`config.mk`:
```
export PLATFORM = sky130hd
export DESIGN_NAME = mem_port_arbiter
export DESIGN_NICKNAME = d
export VERILOG_FILES = /design/src/rtl/mem_port_arbiter.sv
export SDC_FILE = /design/constraint.sdc
export NUM_CORES = 1
export LEC_CHECK = 0
export ABC_AREA = 0
export CELL_PAD_IN_SITES_DETAIL_PLACEMENT = 2
export CELL_PAD_IN_SITES_GLOBAL_PLACEMENT = 2
export CORE_ASPECT_RATIO = 0.5
export CORE_MARGIN = 5
export CORE_UTILIZATION = 21
export CTS_CLUSTER_SIZE = 10
export DETAILED_ROUTE_END_ITERATION = 8
export GPL_ROUTABILITY_DRIVEN = 0
export PLACE_DENSITY_LB_ADDON = 0.1
export SETUP_SLACK_MARGIN = 0.3
export SKIP_CTS_REPAIR_TIMING = 1
export SLEW_MARGIN = 20
export SYNTH_ARGS = -nofsm -noshare
export SYNTH_HDL_FRONTEND = slang
export SYNTH_SLANG_ARGS = --single-unit
```
`constraint.sdc`:
```
create_clock -name CLK -period 1.63 [get_ports CLK]
set_clock_uncertainty 0.1 [all_clocks]
set_input_delay 0.326 -clock CLK [delete_from_list [all_inputs] [get_ports CLK]]
set_output_delay 0.326 -clock CLK [all_outputs]
set_load 0.1 [all_outputs]
```
`src/rtl/mem_port_arbiter.sv`:
```
// ---------------------------------------------------------------------------
// mem_port_arbiter
//
// Shares a single-port 16-bit data memory between two requesters:
//   port A : CPU load/store path
//   port B : FPGA-side loader / debug port
// Accesses are serialised through a four-state sequencer:
//   IDLE -> ISSUE -> (WAIT x RD_LAT) -> ACK -> IDLE
// Writes skip WAIT. Ties are broken round-robin, or always in favour of B
// when FIXED_PRI is set.
//
// Ports
//   CLK, reset            clock; synchronous active-low reset
//   a_req/a_we/a_addr/a_wdata   port A request, held stable until a_ack
//   a_ack, a_rdata        one-cycle completion pulse, read data for port A
//   b_*                   same set for port B
//   mem_en/mem_we/mem_addr/mem_wdata   memory strobes, address and data
//   mem_rdata             memory read data, valid RD_LAT cycles after mem_en
//   busy                  high whenever the sequencer is not in IDLE
//   last_grant            0 = A served last, 1 = B served last
//
// Every output comes straight from a flop. No combinational path runs from
// the req inputs to the memory strobes.
// ---------------------------------------------------------------------------
module mem_port_arbiter #(
  parameter int ADDR_W    = 10,
  parameter int RD_LAT    = 1,
  parameter int FIXED_PRI = 0
) (
  input  logic              CLK,
  input  logic              reset,
  input  logic              a_req,
  input  logic              a_we,
  input  logic [ADDR_W-1:0] a_addr,
  input  logic [15:0]       a_wdata,
  output logic              a_ack,
  output logic [15:0]       a_rdata,
  input  logic              b_req,
  input  logic              b_we,
  input  logic [ADDR_W-1:0] b_addr,
  input  logic [15:0]       b_wdata,
  output logic              b_ack,
  output logic [15:0]       b_rdata,
  output logic              mem_en,
  output logic              mem_we,
  output logic [ADDR_W-1:0] mem_addr,
  output logic [15:0]       mem_wdata,
  input  logic [15:0]       mem_rdata,
  output logic              busy,
  output logic              last_grant
);

  // The wait counter only has to hold RD_LAT-1.
  localparam int CNT_W = (RD_LAT > 1) ? $clog2(RD_LAT) : 1;
  localparam logic [CNT_W-1:0] CNT_LOAD = CNT_W'(RD_LAT - 1);
  localparam logic OWN_A = 1'b0;
  localparam logic OWN_B = 1'b1;

  typedef enum logic [1:0] {
    IDLE  = 2'd0,
    ISSUE = 2'd1,
    WAIT  = 2'd2,
    ACK   = 2'd3
  } state_e;

  state_e            state_q, state_d;
  logic              owner_q, owner_d;
  logic              we_q, we_d;
  logic [ADDR_W-1:0] addr_q, addr_d;
  logic [15:0]       wdata_q, wdata_d;
  logic [CNT_W-1:0]  cnt_q, cnt_d;
  logic              last_grant_q, last_grant_d;
  logic [15:0]       a_rdata_q, a_rdata_d;
  logic [15:0]       b_rdata_q, b_rdata_d;
  logic              a_ack_q, a_ack_d;
  logic              b_ack_q, b_ack_d;
  logic              mem_en_q, mem_en_d;
  logic              mem_we_q, mem_we_d;
  logic              busy_q, busy_d;

  logic              grant_valid;
  logic              grant_b;

  // Next-state logic: arbitration, access sequencing and read capture.
  always_comb begin
    state_d      = state_q;
    owner_d      = owner_q;
    we_d         = we_q;
    addr_d       = addr_q;
    wdata_d      = wdata_q;
    cnt_d        = cnt_q;
    last_grant_d = last_grant_q;
    a_rdata_d    = a_rdata_q;
    b_rdata_d    = b_rdata_q;
    grant_valid  = 1'b0;
    grant_b      = 1'b0;

    case (state_q)
      IDLE: begin
        if (a_req && b_req) begin
          grant_valid = 1'b1;
          if (FIXED_PRI != 0) begin
            grant_b = 1'b1;
          end else begin
            // Serve whichever port was not served last.
            grant_b = ~last_grant_q;
          end
        end else if (a_req) begin
          grant_valid = 1'b1;
          grant_b     = 1'b0;
        end else if (b_req) begin
          grant_valid = 1'b1;
          grant_b     = 1'b1;
        end else begin
          grant_valid = 1'b0;
          grant_b     = 1'b0;
        end

        if (grant_valid) begin
          owner_d      = grant_b;
          last_grant_d = grant_b;
          state_d      = ISSUE;
          if (grant_b) begin
            we_d    = b_we;
            addr_d  = b_addr;
            wdata_d = b_wdata;
          end else begin
            we_d    = a_we;
            addr_d  = a_addr;
            wdata_d = a_wdata;
          end
        end else begin
          state_d = IDLE;
        end
      end

      ISSUE: begin
        if (we_q) begin
          state_d = ACK;
        end else begin
          state_d = WAIT;
          cnt_d   = CNT_LOAD;
        end
      end

      WAIT: begin
        if (cnt_q == '0) begin
          // Last wait cycle: mem_rdata is valid now, so it goes to the owner only.
          state_d = ACK;
          if (owner_q == OWN_B) begin
            b_rdata_d = mem_rdata;
          end else begin
            a_rdata_d = mem_rdata;
          end
        end else begin
          cnt_d = cnt_q - CNT_W'(1);
        end
      end

      ACK: begin
        state_d = IDLE;
      end

      default: begin
        state_d = IDLE;
      end
    endcase

    // Output flops load from the next state, so each strobe lines up with
    // the cycle its state is active.
    mem_en_d = (state_d == ISSUE);
    mem_we_d = (state_d == ISSUE) && we_d;
    a_ack_d  = (state_d == ACK) && (owner_d == OWN_A);
    b_ack_d  = (state_d == ACK) && (owner_d == OWN_B);
    busy_d   = (state_d != IDLE);
  end

  // State and output registers with synchronous active-low reset.
  always_ff @(posedge CLK) begin
    if (!reset) begin
      state_q      <= IDLE;
      owner_q      <= OWN_A;
      we_q         <= 1'b0;
      addr_q       <= '0;
      wdata_q      <= 16'h0000;
      cnt_q        <= '0;
      last_grant_q <= 1'b1;
      a_rdata_q    <= 16'h0000;
      b_rdata_q    <= 16'h0000;
      a_ack_q      <= 1'b0;
      b_ack_q      <= 1'b0;
      mem_en_q     <= 1'b0;
      mem_we_q     <= 1'b0;
      busy_q       <= 1'b0;
    end else begin
      state_q      <= state_d;
      owner_q      <= owner_d;
      we_q         <= we_d;
      addr_q       <= addr_d;
      wdata_q      <= wdata_d;
      cnt_q        <= cnt_d;
      last_grant_q <= last_grant_d;
      a_rdata_q    <= a_rdata_d;
      b_rdata_q    <= b_rdata_d;
      a_ack_q      <= a_ack_d;
      b_ack_q      <= b_ack_d;
      mem_en_q     <= mem_en_d;
      mem_we_q     <= mem_we_d;
      busy_q       <= busy_d;
    end
  end

  // The latched address and data stay on the memory bus between accesses.
  // The memory ignores them while mem_en is low.
  assign mem_en     = mem_en_q;
  assign mem_we     = mem_we_q;
  assign mem_addr   = addr_q;
  assign mem_wdata  = wdata_q;
  assign a_ack      = a_ack_q;
  assign b_ack      = b_ack_q;
  assign a_rdata    = a_rdata_q;
  assign b_rdata    = b_rdata_q;
  assign busy       = busy_q;
  assign last_grant = last_grant_q;

  mem_port_arbiter_chk u_chk (
    .clk    (CLK),
    .reset  (reset),
    .a_ack  (a_ack_q),
    .b_ack  (b_ack_q),
    .mem_en (mem_en_q),
    .mem_we (mem_we_q),
    .busy   (busy_q)
  );

endmodule

// ---------------------------------------------------------------------------
// mem_port_arbiter_chk
//
// Protocol invariants for the arbiter's outputs.
// Ports: clk, reset (active-low), a_ack, b_ack, mem_en, mem_we, busy.
// ---------------------------------------------------------------------------
module mem_port_arbiter_chk (
  input logic clk,
  input logic reset,
  input logic a_ack,
  input logic b_ack,
  input logic mem_en,
  input logic mem_we,
  input logic busy
);

  a_single_ack : assert property (@(posedge clk) disable iff (!reset) !(a_ack && b_ack));
  a_we_in_en   : assert property (@(posedge clk) disable iff (!reset) mem_we |-> mem_en);
  a_en_busy    : assert property (@(posedge clk) disable iff (!reset) mem_en |-> busy);
  a_ack_busy   : assert property (@(posedge clk) disable iff (!reset) (a_ack || b_ack) |-> busy);

endmodule

```
==> impl_metrics.yaml <==
status:
  outcome: "finished clean"
yosys:
  synth-edff-count: 0
  syn_area_um2: 2680
  synthTopCellsByArea: "dfxtp_1 (51%), nand2_1 (17%), a31oi_1 (6.1%)"
  syn_avg_cell_area_um2: 8.20
  syn-num-nets: 405
  ys_top_cells_by_count: "nand2_1 (120), dfxtp_1 (68), a21oi_1 (32), a31oi_1 (26), o21ai_1 (24)"
  synth_async_sr_flop_share: 0
  yosys_register_bits: 68
  yosysTopAreaCellShare: 0.507
  synth_most_common_cell: "nand2_1"
  synthAdderAreaFrac: 0.0187
  syn_inst: 327
  synth_top_family_by_area: "simple AND/OR/NAND/NOR gates"
  muxShareOfSynthArea: 0
  synth.largest_area_cell: "dfxtp_1"
  ys_seq_area_frac: 0.507
  ys_types: 32
  synthXorXnorAreaFrac: 0
  synth_simple_gate_area_frac: 0.204
  synthFlopType: "dfxtp_1"
  synth_compound_area_frac: 0.199
  ys_warn_count: 0
clock_tree:
  cts_max_level: 3
  numCtsBuffers: 9
  clockRootBuffer: "clkbuf_16"
  path_clk_slew_ns: 0.06
  ctsLongestPathBuffers: 2
  cts_tree: "done"
  clk-insertion-delay-late_ns: 0.33
  cts.sinks: 68
finish:
  fin_util: 0.459
  antenna_cells: 0
  seqCellArea_um2: 1470
  area_delta_synth_final_pct: 115
  fillCellCount: 1270
  stdcell_area_um2: 5780
  drive_gt1_frac: 0.433
  multi_input_area_um2: 1290
  nNetsFinal: 559
timing:
  tightest_slew_ns: 0.399
  max_freq_mhz: 663
  max_slew_margin: 0.734
  period_needed_ns: 1.51
  rsz0062_at_grt: "yes"
  setup_viol: 0
  hold_violations: 0
  drv_slew: 0
  final.period_utilization: 0.926
power_and_ir_drop:
  pwr_density_cell_nw_per_um2: 2020
  p_total_w: 0.0117
  leakagePower_nw: 2.22
  ir_drop_mv: 1.15
critical_path:
  path_cells: "inv_4, ha_4, o21a_4, buf_12, buf_8, o21ai_2, a31oi_1"
  critPathMaxStageDelay_ns: 0.35
  crit_path_max_fanout: 8
  critPathRequiredTime_ns: 1.78
  endpoint_kind: "flip-flop"
  startpoint_type: "flip-flop"
  arrival_ns: 1.66
  crit_slowest_cell: "dfxtp_4"
  crit_type: "reg -> reg"
die:
  die_width_um: 170
  rows: 29
  core_area_um2: 12600
  start_util: 0.213
  pin_count: 138
  die_h_um: 89.9
  die_area_um2: 15300
global_route:
  grt_start_max_net_pins: 35
  grtUsageTotal: 0.148
  grt_pass1_vias: 3311
  grt-ovfl-total: 0
  use_met2: 0.282
  gr-usage-met1: 0.157
  grt_pass1_wl_um: 17900
  antenna_found_initial: 0
  met3_usage: 0.0517
  grt.busiest_layer: "met2"
drt:
  antenna_left: 0
  wl_per_cell_um: 18.8
  dr.pass1.iters: 4
  vias: 2943
  via_per_inst: 4.49
  drt_iter0_drc: 80
  drc_errors: 0
  drt_wl_total_um: 12300
placement:
  hpwl_um: 8430
  place_area_um2: 5000
  io_buffers: 137
min_path:
  hp-class: "reg -> reg"
run:
  max_cap_violations: 0
sequential cells by signal, summed over array words and instances, names as in the netlist, 2 cells and up:
register and cells:
b_rdata 16, mem_addr 10, mem_wdata 16, state_q 2
a_rdata 16
final timing paths:
kind,start,end,slack (ns),depth (start not counted)
worst max register to register,state_q[1]$_SDFF_PN0_,mem_wdata[1]$_SDFFE_PN0P_,0.12,7
worst min-delay path,b_rdata[0]$_SDFFE_PN0P_,b_rdata[0]$_SDFFE_PN0P_,0.38,2
worst min register to register,b_rdata[0]$_SDFFE_PN0P_,b_rdata[0]$_SDFFE_PN0P_,0.38,2
worst max-delay path,state_q[1]$_SDFF_PN0_,mem_wdata[1]$_SDFFE_PN0P_,0.12,7
kinds of logic after synthesis:
kind of cell | count (synthesis)
AOI/OAI and AO/OA | 92
adders and majority gates | 4
and+or+nand+nor | 134
DFF | 68
buffers and inverters | 29
stage by stage:
step	setup WS, ns	TNS, ns	std cells	hold slack, ns
after CTS	-0.0961	-0.918	640	0.383
after detailed placement	-0.197	-5.92	625	0.374
final	0.121	0	655	0.381
after global routing	0.0685	0	655	0.389
after global placement	-0.127	-3.41	625	0.363
after floorplan	0.263	0	327	0.354
routing by layer:
metal,up-vias,part of all wire
met3,12,0.057
met4,0,0.010
li1,1409,-
met1,1442,0.39
met2,80,0.54
met5,-,0
layout make-up:
type,count,share of cell area
clock buffers,9,0.0390
clock inverters,6,0.0238
well taps,170,0.0368
flip-flops and latches,68,0.254
repair buffers,167,0.419
inverters,5,0.00411
multi-input cells,230,0.224
critical path: cells and delay by family, from the launching register on:
family          cells  cell delay (ns)
compound gates      3             0.43
fa+ha+maj           1             0.17
buf+inv             3             0.36
flops               1             0.35
report_power, final:
part	leakage, nW	total (W)	internal [W]	switching [W]
logic	1.46	0.00664	0.00261	0.00403
clock network	0.176	0.00241	0.00165	0.000761
registers	0.585	0.00264	0.00217	0.000465
layout by cell type (no fill, tap or decap), drive strengths merged:
master           n
a211o            1
a21bo            1
a21boi           1
a21oi           32
a22oi            1
a31oi           26
and2             1
and3             1
buf             91
bufinv           4
clkbuf          12
clkdlybuf4s50   71
clkinv           3
dfxtp           68
dlymetal6s2s     2
ha               4
inv              4
nand2          120
nand2b           1
nand3            1
nor2             3
nor2b            2
nor3             2
nor3b            1
nor4             1
o211ai           1
o21a             1
o21ai           27
o32ai            1
or3b             1
Power figures use the tool's default switching activity.
